==> src/rtl/mem_port_arbiter.sv <==
// Arbitrates one single-ported synchronous-read memory between instruction
// fetch and data load/store, data having fixed priority over fetch.
// Each access runs IDLE -> ACCESS -> WAIT (MEM_LAT cycles) -> RESP.
module mem_port_arbiter #(
  parameter int unsigned AW      = 6,
  parameter int unsigned DW      = 32,
  parameter int unsigned MEM_LAT = 1
) (
  input  logic          clk,
  input  logic          rst,
  input  logic          if_req_i,
  input  logic [AW-1:0] if_addr_i,
  output logic          if_ack_o,
  output logic [DW-1:0] if_rdata_o,
  input  logic          d_req_i,
  input  logic          d_we_i,
  input  logic [AW-1:0] d_addr_i,
  input  logic [DW-1:0] d_wdata_i,
  output logic          d_ack_o,
  output logic [DW-1:0] d_rdata_o,
  output logic          mem_en_o,
  output logic          mem_we_o,
  output logic [AW-1:0] mem_addr_o,
  output logic [DW-1:0] mem_wdata_o,
  input  logic [DW-1:0] mem_rdata_i,
  output logic          owner_o,
  output logic [15:0]   fetch_stall_cnt_o
);

  localparam int unsigned CW = 3;
  localparam logic [CW-1:0] LAT_LOAD = CW'(MEM_LAT);
  localparam logic [15:0]   STALL_MAX = 16'hFFFF;

  typedef enum logic [1:0] {
    IDLE   = 2'd0,
    ACCESS = 2'd1,
    WAIT   = 2'd2,
    RESP   = 2'd3
  } state_e;

  state_e          state_q, state_d;
  logic [CW-1:0]   cnt_q, cnt_d;
  logic            we_q, we_d;
  logic            owner_q, owner_d;
  logic            mem_en_q, mem_en_d;
  logic            mem_we_q, mem_we_d;
  logic [AW-1:0]   mem_addr_q, mem_addr_d;
  logic [DW-1:0]   mem_wdata_q, mem_wdata_d;
  logic            if_ack_q, if_ack_d;
  logic            d_ack_q, d_ack_d;
  logic [DW-1:0]   if_rdata_q, if_rdata_d;
  logic [DW-1:0]   d_rdata_q, d_rdata_d;
  logic [15:0]     stall_q, stall_d;

  // Next-state and registered-output logic.
  always_comb begin
    state_d     = state_q;
    cnt_d       = cnt_q;
    we_d        = we_q;
    owner_d     = owner_q;
    mem_en_d    = 1'b0;
    mem_we_d    = 1'b0;
    mem_addr_d  = mem_addr_q;
    mem_wdata_d = mem_wdata_q;
    if_ack_d    = 1'b0;
    d_ack_d     = 1'b0;
    if_rdata_d  = if_rdata_q;
    d_rdata_d   = d_rdata_q;

    unique case (state_q)
      IDLE: begin
        if (d_req_i) begin
          owner_d     = 1'b1;
          we_d        = d_we_i;
          mem_en_d    = 1'b1;
          mem_we_d    = d_we_i;
          mem_addr_d  = d_addr_i;
          mem_wdata_d = d_wdata_i;
          state_d     = ACCESS;
        end else if (if_req_i) begin
          owner_d     = 1'b0;
          we_d        = 1'b0;
          mem_en_d    = 1'b1;
          mem_addr_d  = if_addr_i;
          mem_wdata_d = '0;
          state_d     = ACCESS;
        end
      end
      ACCESS: begin
        cnt_d   = LAT_LOAD;
        state_d = WAIT;
      end
      WAIT: begin
        if (cnt_q == CW'(1)) begin
          if (!owner_q) begin
            if_rdata_d = mem_rdata_i;
            if_ack_d   = 1'b1;
          end else begin
            if (!we_q) d_rdata_d = mem_rdata_i;
            d_ack_d = 1'b1;
          end
          state_d = RESP;
        end else begin
          cnt_d = cnt_q - CW'(1);
        end
      end
      RESP: begin
        state_d = IDLE;
      end
      default: state_d = IDLE;
    endcase

    // Fetch is waiting whenever it requests and is not being acknowledged.
    stall_d = stall_q;
    if (if_req_i && !if_ack_q && (stall_q != STALL_MAX)) begin
      stall_d = stall_q + 16'd1;
    end
  end

  // State and output registers; reset abandons any in-flight access.
  always_ff @(posedge clk or posedge rst) begin
    if (rst) begin
      state_q     <= IDLE;
      cnt_q       <= '0;
      we_q        <= 1'b0;
      owner_q     <= 1'b0;
      mem_en_q    <= 1'b0;
      mem_we_q    <= 1'b0;
      mem_addr_q  <= '0;
      mem_wdata_q <= '0;
      if_ack_q    <= 1'b0;
      d_ack_q     <= 1'b0;
      if_rdata_q  <= '0;
      d_rdata_q   <= '0;
      stall_q     <= '0;
    end else begin
      state_q     <= state_d;
      cnt_q       <= cnt_d;
      we_q        <= we_d;
      owner_q     <= owner_d;
      mem_en_q    <= mem_en_d;
      mem_we_q    <= mem_we_d;
      mem_addr_q  <= mem_addr_d;
      mem_wdata_q <= mem_wdata_d;
      if_ack_q    <= if_ack_d;
      d_ack_q     <= d_ack_d;
      if_rdata_q  <= if_rdata_d;
      d_rdata_q   <= d_rdata_d;
      stall_q     <= stall_d;
    end
  end

  assign if_ack_o          = if_ack_q;
  assign if_rdata_o        = if_rdata_q;
  assign d_ack_o           = d_ack_q;
  assign d_rdata_o         = d_rdata_q;
  assign mem_en_o          = mem_en_q;
  assign mem_we_o          = mem_we_q;
  assign mem_addr_o        = mem_addr_q;
  assign mem_wdata_o       = mem_wdata_q;
  assign owner_o           = owner_q;
  assign fetch_stall_cnt_o = stall_q;

endmodule

==> config.mk <==
export PLATFORM = sky130hd
export DESIGN_NAME = mem_port_arbiter
export DESIGN_NICKNAME = d
export VERILOG_FILES = /design/src/rtl/mem_port_arbiter.sv
export SDC_FILE = /design/constraint.sdc
export NUM_CORES = 1
export LEC_CHECK = 0
export BUFFER_PORTS_ARGS = -buffer_cell sky130_fd_sc_hd__buf_2
export CAP_MARGIN = 20
export CORE_UTILIZATION = 40
export CTS_CLUSTER_DIAMETER = 120
export DETAILED_ROUTE_END_ITERATION = 10
export HOLD_SLACK_MARGIN = 0.05
export PLACE_DENSITY_LB_ADDON = 0.1
export SYNTH_ARGS = -nofsm -noshare
export SYNTH_HDL_FRONTEND = slang
export SYNTH_SLANG_ARGS = --single-unit
==> constraint.sdc <==
create_clock -name clk -period 3.3 [get_ports clk]
set_input_delay 0 -clock clk [delete_from_list [all_inputs] [get_ports clk]]
set_output_delay 0 -clock clk [all_outputs]
set_load 0.02 [all_outputs]
==> results.tsv, run 1 <==
stage	metric	value	unit
outcome	status	finished, final reports clean	
setup_path	worst path bufs/invs	2	
timing	Worst Clk Skew	0.007046	ns
global_route	global-route wire length before repair	20600	um
setup_path	delay-heaviest family, CP	simple AND/OR/NAND/NOR gates	
clock_network	clk_lat worst skew	0.41	ns
drt	via count	3935	
floorplanning	# IOs	204	
timing	Final Worst Setup Slack	0.9761	ns
floorplanning	Die H	114.4	um
timing	fin. max-slew vios	0	
drt	drt first pass iters	4	
cells_and_area	share of post-route cells with drive strength above 1	47.94	%
synthesis	Syn Inst Count	350	
setup_path	CP endpoint kind	register	
timing	fin crit share	70.42	%
timing	setup TNS	0	ns
floorplanning	Die Area	13080	um2
timing	slew margin rel.	52.46	%
global_route	antenna violations before repair	0	
cells_and_area	Layout area overhead	53.55	%
synthesis	synthesized net count	437	
global_route	vias in the first global route	4166	
setup_path	CP cell instances	inv_1 > ha_1 > nand3b_1 > nor3_4 > buf_12 > mux2_2	
clock_network	CTS Root Cell	clkbuf_16	
floorplanning	CORE AREA	12160	um2
pwr	VDD IR max	609.6	uV
clock_network	Num CTS Buffers	17	
timing	Hold Vio Cnt, Final	0	
drt	number of remaining DRC errors	0	
global_route	largest net degree at the start of global routing	73	
timing	Slew @ Worst Pin	0.7131	ns
cells_and_area	multi-input gate area in the final layout	1745	um2
synthesis	flops & latches, synth	129	
setup_path	crit path launch type	register	
run	max cap viols	0	
setup_path	CP max stage cell	nor3_4	
clock_network	CTS clk-pin slew, worst paths	0.05	ns
synthesis	Warnings, synthesis	0	
floorplanning	die width	114.4	um
clock_network	CTS H-tree depth	4	
drt	Vias per Instance	4.781	
timing	RSZ-0062 raised after global routing	false	
setup_path	CP peak stage delay	0.59	ns
synthesis	synth top area cells	dfrtp_1, mux2_2, a22o_1	
setup_path	Critical Path RT	3.59	ns
cells_and_area	n_diodes	0	
floorplanning	row count	40	
pwr	Power Dens Cells	984.4	nW/um2
timing	Max Fclk	430.3	MHz
clock_network	CTS tree	yes	
synthesis	Mapped Area	5051	um2
place	pre-CTS WS	0.9863	ns
place	Placed Instance Area	6296	um2
clock_network	Num Clock Sinks	129	
setup_path	crit path DAT	2.62	ns
hold_path	Hold WC Path Type	input pin to register	
synthesis	area leader, netlist	dfrtp_1	
drt	Iter 0 DRT Violations	152	
drt	Total Wirelength	12670	um
timing	# setup viols final	0	
place	gp weighted congestion	0.7193	
floorplanning	Starting Density	41.53	%
place	Port Buffers	203	
cells_and_area	Nets	729	
global_route	grt total ovfl	0	
pwr	leakage power	3.919	nW
place	HPWL after DPL	7955	um
synthesis	Synth top area share	63.91	%
synthesis	Seq/Total Area, Yosys	63.91	%
clock_network	post-CTS sizing	0	
clock_network	post-CTS repair timing setup buffer count	0	
cells_and_area	sequential cell area	3228	um2
global_route	total global-route track usage	20.87	%
setup_path	crit-path max FO	21	
timing	minimum clock period	2.324	ns
synthesis	syn avg cell area	14.43	um2
drt	DRT antenna net count	0	
cells_and_area	fin area	7756	um2
synthesis	Netlist cell types	37	
cells_and_area	# fillers	971	
drt	average wire per standard cell	15.39	um
clock_network	Clock Path Buffers	2	
setup_path	Setup CP Type	register to register	
## worst min-delay path, stage by stage
cell and delay (ns):
buf_2 0.26, o21ai_4 0.15, inv_1 0.06
## power breakdown
group	switching (mW)	leakage (nW)	total (mW)	internal, mW
combinational	1.69	2.00	2.95	1.26
sequential	0.414	1.61	2.69	2.28
clock	0.654	0.312	1.99	1.34
total	2.76	3.92	7.64	4.88
## layer usage
metal | track usage, % | part of all wire, % | up-vias
li1 | - | - | 1848
met5 | 0 | 0 | -
met2 | 34.38 | 49 | 155
met4 | 11.17 | 3.0 | 0
met3 | 6.247 | 5.6 | 32
met1 | 24.62 | 42 | 1900
## sequential cells by signal, indices dropped and copies added (netlist names)
signal,cells
cnt_q,3
d_ack_o,1
d_rdata_o,32
fetch_stall_cnt_o,16
if_ack_o,1
if_rdata_o,32
mem_addr_o,6
mem_en_o,1
mem_wdata_o,32
mem_we_o,1
owner_o,1
state_q,2
we_q,1
## cells in the final DEF (no fill, tap or decap), types with 3 or more instances in the layout
cell / instances
nand2_1: 12
bufinv_16: 4
nand3_1: 4
buf_12: 3
xor2_1: 11
o21ai_0: 13
nor3_1: 5
mux2_2: 65
clkbuf_16: 17
inv_1: 7
clkinv_2: 4
clkbuf_8: 4
nor2_1: 5
nand4_1: 4
and3_1: 3
clkinvlp_4: 3
mux2i_1: 6
a22o_1: 32
buf_4: 3
ha_1: 6
dfrtp_1: 129
dlygate4sd3_1: 80
nor4_1: 3
buf_2: 203
## metrics by stage
stage / total power, mW / cells / hold WS (ns) / utilization (%)
2_1_floorplan: 4.539 / 350 / 0.1325 / -
3_3_place_gp: 5.507 / 710 / 0.1496 / 51.77
3_5_place_dp: 5.576 / 710 / 0.1515 / 51.77
4_1_cts: 7.671 / 821 / 0.1251 / 63.53
5_1_grt: 8.085 / 823 / 0.1111 / 63.78
6_report: 7.636 / 823 / 0.1004 / 63.78
## area by class of cell
class	instances	share of cell area, %
Clock buffer	22	6.243
Inverter	8	0.4356
Tap cell	168	2.710
Clock inverter	10	2.000
Multi-Input combinational cell	197	22.50
Timing Repair Buffer	289	24.49
Sequential cell	129	41.62
## cells in the mapped netlist
library cell  number
dfrtp_1          129
mux2_2            65
a22o_1            32
o21ai_0           14
nand2_1           12
xor2_1            11
buf_2             10
inv_1              8
clkbuf_1           6
ha_1               6
mux2i_1            6
nor2_1             6
nor3_1             5
nand3_1            4
nand4_1            4
and3_1             3
nor4_1             3
a21o_1             2
and4_1             2
nand2b_1           2
nand4_2            2
nor2b_1            2
nor3b_1            2
a21boi_0           1
a31oi_1            1
a41oi_1            1
and2_1             1
mux2_1             1
mux2_4             1
nand3b_1           1
nor2_2             1
nor3_2             1
nor4_4             1
o2111ai_1          1
o21a_1             1
o22a_1             1
xnor2_1            1
## cell families (layout without fill, tap and decap cells)
logic type	Yosys count	count (layout)	share of synthesized area, %
mux	73	73	16.20
compound gates	54	54	8.175
xor+xnor	12	12	2.081
fa+ha+maj	6	6	1.486
buf+inv	24	329	2.031
simple gates	52	52	6.118
flops	129	129	63.91
## path summary, 6_finish.rpt
kind	start	endpoint	slack (ns)	cells after the start
setup / recovery	state_q[0]$_DFFE_PP0P_	d_rdata_o[11]$_DFFE_PP0P_	0.98	6
hold / removal	d_req_i	mem_en_o$_DFF_PP0_	0.10	3
setup reg to reg	state_q[0]$_DFFE_PP0P_	d_rdata_o[11]$_DFFE_PP0P_	0.98	6
hold reg to reg	mem_addr_o[0]$_DFFE_PP0P_	mem_addr_o[0]$_DFFE_PP0P_	0.48	2
max in group asynchronous	rst	cnt_q[0]$_DFFE_PP0P_	2.42	4
min in group asynchronous	rst	d_rdata_o[1]$_DFFE_PP0P_	0.23	4
## repair_timing
action / in CTS / in global routing
hold endpoints to repair: 233 / 1
hold buffers: 79 / 1
endpoints found under the setup margin: 0 / 0
(Power assumes the default switching activity.)
==> run 2: changes to the inputs <==
==> constraint.sdc (replaced) <==
create_clock -name clk -period 2.45 [get_ports clk]
set_input_delay 0 -clock clk [delete_from_list [all_inputs] [get_ports clk]]
set_output_delay 0 -clock clk [all_outputs]
set_load 0.02 [all_outputs]
==> results.tsv, run 2 (synthesis gave the netlist of run 1 again) <==
stage	metric	value	unit	change
outcome	status	finished, final reports clean		
clock_network	clk_lat worst skew	0.41	ns	about the same
global_route	antenna violations before repair	0		unchanged
floorplanning	Starting Density	41.53	%	unchanged
floorplanning	Die Area	13080	um2	unchanged
timing	setup TNS	0	ns	unchanged
timing	minimum clock period	1.932	ns	-0.3923 ns
timing	fin crit share	78.84	%	+8.4 points
cells_and_area	share of post-route cells with drive strength above 1	48.10	%	+0.16 points
pwr	VDD IR max	655.1	uV	+7.5%
timing	RSZ-0062 raised after global routing	false		
pwr	total internal power	6.654	mW	+36%
global_route	total global-route track usage	21.01	%	+0.14 points
setup_path	CP cell instances	inv_1 > ha_1 > nand3b_1 > nor3_4 > buf_4 > mux2_2		
cells_and_area	Layout area overhead	54.12	%	
setup_path	crit path DAT	2.23	ns	-0.39 ns
setup_path	CP Launch Point	state_q[0]$_DFFE_PP0P_		
drt	DRT antenna net count	0		unchanged
cells_and_area	multi-input gate area in the final layout	1745	um2	unchanged
pwr	leakage power	3.942	nW	+0.59%
clock_network	CTS Root Cell	clkbuf_16		
setup_path	crit path launch type	register		
setup_path	Setup CP Type	register to register		
clock_network	CTS clk-pin slew, worst paths	0.05	ns	about the same
place	Port Buffers	203		unchanged
hold_path	HP Start	d_req_i		
cells_and_area	fin area	7785	um2	+0.37%
pwr	Net Switching	3.713	mW	+35%
cells_and_area	sequential cell area	3228	um2	unchanged
pwr	Flop pwr share	34.9	%	-0.3 points
drt	drt first pass iters	4		unchanged
setup_path	CP peak stage delay	0.39	ns	-0.20 ns
floorplanning	die width	114.4	um	unchanged
cells_and_area	commonest non-fill, non-tap cell in the layout	buf_2		
drt	Vias per Instance	4.795		+0.29%
cells_and_area	most frequent cells in the layout	buf_2, dfrtp_1, dlygate4sd3_1		
drt	Total Wirelength	12480	um	-1.5%
timing	Worst Clk Skew	0.004392	ns	-0.002654 ns
timing	fin. max-slew vios	0		unchanged
global_route	largest net degree at the start of global routing	53		-27%
clock_network	Num Clock Sinks	129		unchanged
setup_path	CP max stage cell	dfrtp_1		
global_route	vias in the first global route	4294		+3.1%
pwr	Clock Power Share	26.6	%	+0.5 points
pwr	Overall Power	10.37	mW	+36%
cells_and_area	Nets	731		+0.27%
setup_path	CP endpoint kind	register		
drt	via count	3956		+0.53%
drt	number of remaining DRC errors	0		unchanged
cells_and_area	n_diodes	0		unchanged
timing	Hold Vio Cnt, Final	0		unchanged
place	Placed Instance Area	6311	um2	+0.24%
floorplanning	# IOs	204		unchanged
setup_path	crit-path max FO	20		-4.8%
cells_and_area	# fillers	928		-4.4%
timing	slew margin rel.	42.69	%	-9.8 points
pwr	Power Dens Cells	1332	nW/um2	+35%
timing	# setup viols final	0		unchanged
clock_network	Num CTS Buffers	17		unchanged
global_route	global-route wire length before repair	20930	um	+1.6%
drt	Iter 0 DRT Violations	144		-5.3%
setup_path	Critical Path RT	2.74	ns	-0.85 ns
drt	average wire per standard cell	15.12	um	-1.7%
pwr	Comb pwr share	38.5	%	-0.2 points
floorplanning	CORE AREA	12160	um2	unchanged
floorplanning	Die H	114.4	um	unchanged
timing	Max Fclk	517.7	MHz	+20%
run	max cap viols	0		unchanged
floorplanning	row count	40		unchanged
cells_and_area	Layout Utilization	64.01	%	+0.24 points
clock_network	CTS tree	yes		
global_route	grt total ovfl	0		unchanged
clock_network	CTS H-tree depth	4		unchanged
setup_path	R2R Path Start	state_q[0]$_DFFE_PP0P_		
timing	Slew @ Worst Pin	0.8578	ns	+0.1447 ns
clock_network	Clock Path Buffers	2		unchanged
place	gp weighted congestion	0.7288		+1.3%
pwr	switching share of power	35.82	%	-0.26 points
place	HPWL after DPL	8005	um	+0.64%
hold_path	Hold WC Path Type	input pin to register		
==> run 2: worst paths after layout <==
check / end / slack, ns / cells past startpoint
max: d_rdata_o[6]$_DFFE_PP0P_ / 0.52 / 6
min: mem_addr_o[5]$_DFFE_PP0P_ / 0.15 / 4
max reg2reg: d_rdata_o[6]$_DFFE_PP0P_ / 0.52 / 6
min reg2reg: mem_addr_o[1]$_DFFE_PP0P_ / 0.47 / 2
max in group asynchronous: if_rdata_o[23]$_DFFE_PP0P_ / 1.40 / 4
min in group asynchronous: mem_wdata_o[31]$_DFFE_PP0P_ / 0.32 / 3
==> run 2: metal layers <==
layer	up-vias	GRT usage (%)	part of all wire (%)
met3	30	6.776	6.2
li1	1863	-	-
met4	0	10.74	3.1
met5	-	0	0
met2	146	35.03	49
met1	1917	24.30	42
==> run 2: stage by stage <==
step / cells / worst slack, ns / hold slack [ns]
CTS: 823 / 0.4994 / 0.1360
global placement: 712 / 0.5569 / 0.2119
floorplan: 350 / 0.6572 / 0.1325
detailed placement: 712 / 0.5096 / 0.2154
finish: 825 / 0.5184 / 0.1526
global route: 825 / 0.3512 / 0.1681
==> run 2: power groups by stage <==
stage          logic (mW)  clock network (mW)  registers, mW
6_report             3.99                2.76           3.62
5_1_grt              4.31                2.93           3.75
4_1_cts              3.99                2.81           3.62
3_5_place_dp         3.89                   0           3.63
3_3_place_gp         3.80                   0           3.62
2_1_floorplan        1.44                   0           4.67
==> run 2: cell type report <==
class	instances	area share, %
flip-flops and latches	129	41.47
repair buffers	291	24.59
multi-input cells	197	22.42
clock buffers	21	6.043
well taps	168	2.700
clock inverters	11	2.347
inverters	8	0.4339
==> run 2: worst max-delay path: cells and delay by family (launching register included) <==
family	cells	cell delay, ns
fa+ha+maj	1	0.24
buf+inv	2	0.39
flops	1	0.39
mux	1	0.37
simple gates	2	0.42
==> run 2: repair_timing <==
action,in CTS,in global routing
gates resized for setup,0,0
setup buffers,0,0
endpoints found under the hold margin,140,3
hold buffers,79,1
